<file path="src/rtl/seq_alu.sv">
// Multi-cycle unsigned ALU: single-cycle add/sub, shift-add multiply and restoring
// divide, with a start/busy/done handshake toward the calculator control FSM.
module seq_alu #(
  parameter int WIDTH = 8
) (
  input  logic               clk,
  input  logic               rst_n,
  input  logic               start,
  input  logic [1:0]         op,
  input  logic [WIDTH-1:0]   a,
  input  logic [WIDTH-1:0]   b,
  output logic               busy,
  output logic               done,
  output logic [2*WIDTH-1:0] result,
  output logic [WIDTH-1:0]   rem,
  output logic               carry,
  output logic               error
);

  localparam int CW = $clog2(WIDTH + 1);

  typedef enum logic [2:0] {IDLE, ADDSUB, MUL, DIV, FIN} state_t;

  state_t             state;
  logic [CW-1:0]      cnt;
  logic               sub_r;
  logic [WIDTH-1:0]   a_r;
  logic [WIDTH-1:0]   b_r;
  logic [2*WIDTH-1:0] acc_r;   // product accumulator
  logic [2*WIDTH-1:0] sh_r;    // multiplicand, shifted left each step
  logic [WIDTH-1:0]   mq_r;    // multiplier (mul) or dividend -> quotient (div)
  logic [WIDTH-1:0]   pr_r;    // partial remainder

  logic [WIDTH:0]     addsub;
  logic [2*WIDTH-1:0] acc_nxt;
  logic [WIDTH:0]     div_shift;
  logic [WIDTH:0]     div_trial;
  logic               div_take;

  // NOTE: every variable assigned in always_comb gets a value on every path
  // (defaults first), otherwise synthesis infers a latch.
  always_comb begin
    addsub    = sub_r ? ({1'b0, a_r} - {1'b0, b_r}) : ({1'b0, a_r} + {1'b0, b_r});
    acc_nxt   = mq_r[0] ? (acc_r + sh_r) : acc_r;
    div_shift = {pr_r, mq_r[WIDTH-1]};
    div_trial = div_shift - {1'b0, b_r};
    div_take  = (div_shift >= {1'b0, b_r});
  end

  // NOTE: sequential state uses non-blocking assignments so every register
  // samples pre-edge values regardless of statement order.
  always_ff @(posedge clk or negedge rst_n) begin
    if (!rst_n) begin
      state  <= IDLE;
      cnt    <= '0;
      sub_r  <= 1'b0;
      a_r    <= '0;
      b_r    <= '0;
      acc_r  <= '0;
      sh_r   <= '0;
      mq_r   <= '0;
      pr_r   <= '0;
      busy   <= 1'b0;
      done   <= 1'b0;
      result <= '0;
      rem    <= '0;
      carry  <= 1'b0;
      error  <= 1'b0;
    end else begin
      done <= 1'b0;
      unique case (state)
        IDLE: begin
          if (start) begin
            a_r   <= a;
            b_r   <= b;
            sub_r <= op[0];
            cnt   <= '0;
            acc_r <= '0;
            sh_r  <= {{WIDTH{1'b0}}, a};
            mq_r  <= op[0] ? a : b;
            pr_r  <= '0;
            busy  <= 1'b1;
            state <= op[1] ? (op[0] ? DIV : MUL) : ADDSUB;
          end
        end
        ADDSUB: begin
          result <= {{WIDTH{1'b0}}, addsub[WIDTH-1:0]};
          rem    <= '0;
          carry  <= addsub[WIDTH];
          error  <= 1'b0;
          done   <= 1'b1;
          state  <= FIN;
        end
        MUL: begin
          // WIDTH iteration cycles, then one cycle to commit the product.
          if (cnt == CW'(WIDTH)) begin
            result <= acc_r;
            rem    <= '0;
            carry  <= 1'b0;
            error  <= 1'b0;
            done   <= 1'b1;
            state  <= FIN;
          end else begin
            acc_r <= acc_nxt;
            sh_r  <= sh_r << 1;
            mq_r  <= mq_r >> 1;
            cnt   <= cnt + CW'(1);
          end
        end
        DIV: begin
          if (b_r == '0) begin
            result <= '0;
            rem    <= a_r;
            carry  <= 1'b0;
            error  <= 1'b1;
            done   <= 1'b1;
            state  <= FIN;
          end else if (cnt == CW'(WIDTH)) begin
            result <= {{WIDTH{1'b0}}, mq_r};
            rem    <= pr_r;
            carry  <= 1'b0;
            error  <= 1'b0;
            done   <= 1'b1;
            state  <= FIN;
          end else begin
            pr_r <= div_take ? div_trial[WIDTH-1:0] : div_shift[WIDTH-1:0];
            mq_r <= {mq_r[WIDTH-2:0], div_take};
            cnt  <= cnt + CW'(1);
          end
        end
        FIN: begin
          busy  <= 1'b0;
          state <= IDLE;
        end
        default: begin
          busy  <= 1'b0;
          state <= IDLE;
        end
      endcase
    end
  end

endmodule
</file>
<file path="config.mk">
export PLATFORM = sky130hd
export DESIGN_NAME = seq_alu
export DESIGN_NICKNAME = d
export VERILOG_FILES = /design/src/rtl/seq_alu.sv
export SDC_FILE = /design/constraint.sdc
export NUM_CORES = 1
export LEC_CHECK = 0
export ABC_AREA = 1
export ABC_CLOCK_PERIOD_IN_PS = 4400
export BUFFER_PORTS_ARGS = -buffer_cell sky130_fd_sc_hd__buf_2
export CORE_UTILIZATION = 66
export CTS_CLUSTER_DIAMETER = 80
export DETAILED_ROUTE_END_ITERATION = 7
export GPL_TIMING_DRIVEN = 0
export PLACE_DENSITY = 0.84
export SYNTH_ARGS = -nofsm -noshare
export SYNTH_HDL_FRONTEND = slang
export SYNTH_SLANG_ARGS = --single-unit
</file>
<file path="constraint.sdc">
create_clock -name clk -period 4.4 [get_ports clk]
set_input_delay 0.44 -clock clk [delete_from_list [all_inputs] [get_ports clk]]
set_output_delay 0.44 -clock clk [all_outputs]
set_load 0.01 [all_outputs]
</file>
; Yosys cells after proc, flatten, opt, wreduce, memory -nomap -nowiden
; Cells that the tools add are included.
; Widths: inputs -> output; s select.
[word_totals]
out_inout_bits = 28
reg_bits = 100
wordCells = 96
[op_classes]
n_addsub = 5
reduce_logical = 15
bitwise_logic = 1
n_eq_ne = 11
magnitude_cmp = 1
muxes = 48
[ops]
columns = cell, n
row1 = $mux 16, 8
row2 = $mux 8, 12
row3 = $pmux 16 s2, 2
row4 = $pmux 16 s3, 1
row5 = $pmux 8 s3, 2
row6 = $add 16x16->16, 1
row7 = $pmux 8 s2, 1
row8 = $mux 4, 3
row9 = $ne 2x2->1 const B, 6
row10 = $pmux 3 s4, 1
row11 = $pmux 4 s3, 1
row12 = $add 8x8->9, 1
row13 = $ge 9x8->1, 1
row14 = $mux 3, 3
row15 = $mux 9, 1
row16 = $pmux 1 s3, 3
row17 = $reduce_and 3->1, 3
row18 = $sub 8x8->9, 1
row19 = $logic_not 8->1, 1
row20 = $mux 1, 8
row21 = $reduce_and 4->1, 2
row22 = $sub 8x8->8, 1
row23 = $eq 3x2->1 const B, 2
row24 = $reduce_bool 3->1, 2
row25 = 12 further kinds, 14

; Depth between registers and ports, before layout
[depth]
ltp_word = 5
depth_mapped = 18
ltp_nobuf = 18

; Worst setup path after synthesis
; No wires, ideal clock.
[synth_timing]
kind = register to register
from = reg b_r[1]
to = reg result[7]
stages_incl_launch_ff = 19
required_ps = 4323
n_path_buf = 0
period_less_slack_ps = 2134
arrival_time_ps = 2057
path_slack_ps = 2266
setup_ps = 77
path_cell_list = dfrtp_1 > inv_1 > ha_1 > inv_1 > nor2_1 > nand2_1 > nand2_1 > xor2_1 > inv_1 > ha_1 > nand2_1 > nand2_1 > inv_1 > nor2_1 > nor2_1 > nand2_1 > nand2_1 > nand3_1 > a21oi_1
[synth_between]
elab_chain_len = 3
[synth_rtl]
columns = element, line_no
row1 = "start, declared", 28  ; logic [WIDTH-1:0] b_r;
row2 = "start signal, assigned", 58  ; b_r <= '0;
row3 = "start signal, assigned", 75  ; b_r <= b;
row4 = $add 8x8->9 (tied with other cells), 43  ; addsub = sub_r ? ({1'b0, a_r} - {1'b0, b_r}) : ({1'b0, a_r} + {1'b0, b_r});
row5 = $mux 9 (tied with other cells), 43
row6 = $pmux 16 s3 / $reduce_and 3->1 (equally long branches), --
row7 = "end signal, assigned", 87  ; result <= {{WIDTH{1'b0}}, addsub[WIDTH-1:0]};
row8 = "end signal, assigned", 97  ; result <= acc_r;
row9 = "end signal, assigned", 119  ; result <= {{WIDTH{1'b0}}, mq_r};
row10 = "end, declared", 14  ; output logic [2*WIDTH-1:0] result,
; Parallel ways exist; a longest one is shown, timed or not.
; A chain may end at the register's enable or synchronous reset.

; Worst setup path in the final report
; Ends and elaborated chain as after synthesis.

==> metrics.md <==
| Metric | Value |
|---|---|
| Status | finished, final reports clean |
| Vias/cell | ~5.7 |
| Pwr Total | ~5.3 mW |
| Mapped Area | between 6000 and 7000 sq um |
| Grt total ovfl | 0 |
| Biggest area consumer among synthesized cells | dfrtp_1 |
| RSZ-0062 raised after global routing | false |
| Fillers | approximately 760 |
| DRC | 0 |
| Core ar. | 9370 sq um |
| Distinct cell type count after synthesis | 37 |
| Global-route wire length before repair | between 20 and 30 mm |
| CP Data Arrival Time | ~2.8 ns |
| Die height | 101 um |
| IO Count | between 40 and 50 |
| Initial Util | between 60% and 70% |
| Root buf cell | clkbuf_8 |
| Worst-Margin Slew | 0.618 ns |
| FMAX | around 400 MHz |
| GRT Util Overall | a little over a third |
| CP Buf/Inv Count | 4 |
| Total routed wirelength | 17.0 mm |
| Setup tns final | 0 ns |
| Initial antenna violation count | 0 |
| Hold Path Class | in -> async |
| Synth area leaders | dfrtp_1 39%, nand2_1 20%, nand3_1 7.0%, ha_1 6.6%, inv_1 6.5% |
| Largest net degree at the start of global routing | 56 |
| # setup viols final | 0 |
| Clk_lat worst skew | approximately 0.39 ns |
| Post-synthesis sequential area ratio | 38.8% |
| Peak supply drop | 0.000457 V |
| Syn Nets | between 900 and 1k |
| Ys Warns | 0 |
| Nets | just over 1k |
| Worst rel slew slack | about three fifths |
| DRT antenna net count | 0 |
| Worst Setup Start Kind | register |
| Initial DRC count | 452 |
| Post-route clock period utilization | 57.0% |
| Delay-heaviest family, CP | simple AND/OR/NAND/NOR gates |
| Std cell rows | 35 |
| Share of the synthesized area in the top cell type | 38.8% |
| Setup crit end kind | register |
| Synth Area per Inst | between 7 and 8 sq um |
| Cell count after synthesis | a little over 900 |
| Layout cells sized above 1 | between 10 and 15% |
| Crit path kind | reg -> reg |
| Critical path, cell by cell | inv_1 -> ha_1 -> inv_1 -> nor2_1 -> nand2_1 -> nand2_1 -> xor2_1 -> inv_1 -> ha_1 -> nand2_1 -> nand2_1 -> inv_1 -> nor2_1 -> nor2_1 -> nand2_1 -> nand2_1 -> nand3_1 -> a21oi_1 |
| Router iterations before antenna repair | 6 |
| Crit path top cell by count | nand2_1 |
| Pwr dens | approximately 740 nW/um^2 |
| Post_cts resized | 0 |
| Via count | ~6.3k |
| Post-DP HPWL | about 13 mm |
| Number of global-route vias before repair | slightly below 6k |
| CTS Buf Count | 9 |
| CTS tree | done |
| CTS Sinks | 100 |
| Clock buffer depth | 2 |
| H-tree levels | 3 |
| Die ar. | 10,200 sq um |
| Synthesis-to-layout area growth | 9.92% |
| GP Congestion | approximately 0.98 |
| Tmin final | around 2.5 ns |
| Avg WL per Cell | about 15 um |
| Final hold viol count | 0 |
| Clock-pin transition on the worst setup and hold timing paths | ~0.1 ns |
| CP max FO | 5 |
| Data required, critical path | 4.72 ns |
| Max incr delay on CP | about 0.44 ns |
| # hold bufs at CTS | 0 |
| Skew final | 0.0186 ns |
| CP max stage cell | dfrtp_1 |
| Number of max-cap violations | 0 |
| Yosys reg bits | 100 |
| Diode count | 0 |
| Max-slew violation count | 0 |
| P_leak | between 4 and 5 nW |
| Die Wd | between 100 and 150 um |
| Input/output buffers | 48 |
| # Post-CTS Setup Buffers | 0 |
-- registers in the layout, summed over array words and instances (netlist names), 3 cells and up --
| name | flops |
|---|---|
| acc_r | 16 |
| result | 16 |
| sh_r | 16 |
| a_r | 8 |
| b_r | 8 |
| mq_r | 8 |
| pr_r | 8 |
| rem | 8 |
| cnt | 4 |
| state | 3 |
-- synth_stat cells, drive strengths merged --
master,n
clkbuf,6
inv,116
a31oi,10
fa,3
nand3,92
nor2,58
o21bai,1
o21a,2
ha,34
a21boi,1
xnor2,5
or2,5
a22o,2
o21ai,63
nand4,4
a211oi,1
xor2,11
nand3b,3
nand2,345
a21oi,36
and2,1
dfrtp,100
buf,17
nor3,5
-- logic make-up after synthesis --
group           synth area share, %
simple gates                   33.3
buf+inv                        8.53
compound gates                 9.73
flops                          38.8
fa+ha+maj                      7.52
xor+xnor                       2.17
-- stage by stage --
step / instance area (sq um) / utilization (%) / setup WS (ns) / cells / hold slack (ns)
final: 7100 / 75.7 / 1.89 / 1115 / 0.0628
after global routing: 7100 / 75.7 / 1.59 / 1115 / 0.0973
after CTS: 7100 / 75.7 / 1.91 / 1115 / 0.0760
after detailed placement: 6890 / 73.5 / 1.95 / 1099 / 0.461
after global placement: 6860 / 73.2 / 1.91 / 1098 / 0.457
after floorplan: 6460 / - / 2.27 / 921 / 0.144
-- report_power, final --
part | leakage (nW) | internal, mW | switching (mW) | total [mW]
clock | 0.105 | 0.285 | 0.346 | 0.630
sequential | 1.30 | 1.21 | 0.282 | 1.49
combinational | 2.65 | 1.10 | 2.05 | 3.16
-- cell usage in the layout (no fill, tap or decap), drive strengths merged, types with 16 or more instances in the layout --
cell / instances
inv: 118
clkbuf: 16
ha: 34
buf: 66
nand3: 92
o21ai: 63
dfrtp: 100
nand2: 345
a21oi: 36
nor2: 58
-- final timing paths --
check	startpoint	to	slack, ns	cells after the start
setup / recovery	b_r[1]	result[7]	1.89	18
hold / removal	rst_n	pr_r[4]	0.06	1
setup reg to reg	b_r[1]	result[7]	1.89	18
hold reg to reg	result[11]	result[11]	0.48	2
max in group asynchronous	rst_n	acc_r[9]	3.67	2
min in group clk	op[1]	state[1]	0.30	3
-- metal layers --
metal / GRT usage (%) / wire (um) / vias to the layer above
met1: 50.2 / 7440 / 2890
li1: - / - / 3056
met3: 8.18 / 1620 / 42
met5: 0 / 0 / -
met4: 12.0 / 432 / 0
met2: 56.3 / 7540 / 316
-- cell type report --
type                            count  area, sq um  area share, %
Inverter                          116          435           6.14
Timing Repair Buffer               49          270           3.81
Buffer                             23          115           1.62
Clock buffer                       10          138           1.94
Clock inverter                      6         71.3           1.00
Tap cell                          129          161           2.27
Sequential cell                   100         2500           35.3
Multi-Input combinational cell    682         3400           48.0
Note: power is estimated with default switching activity, not from simulation.
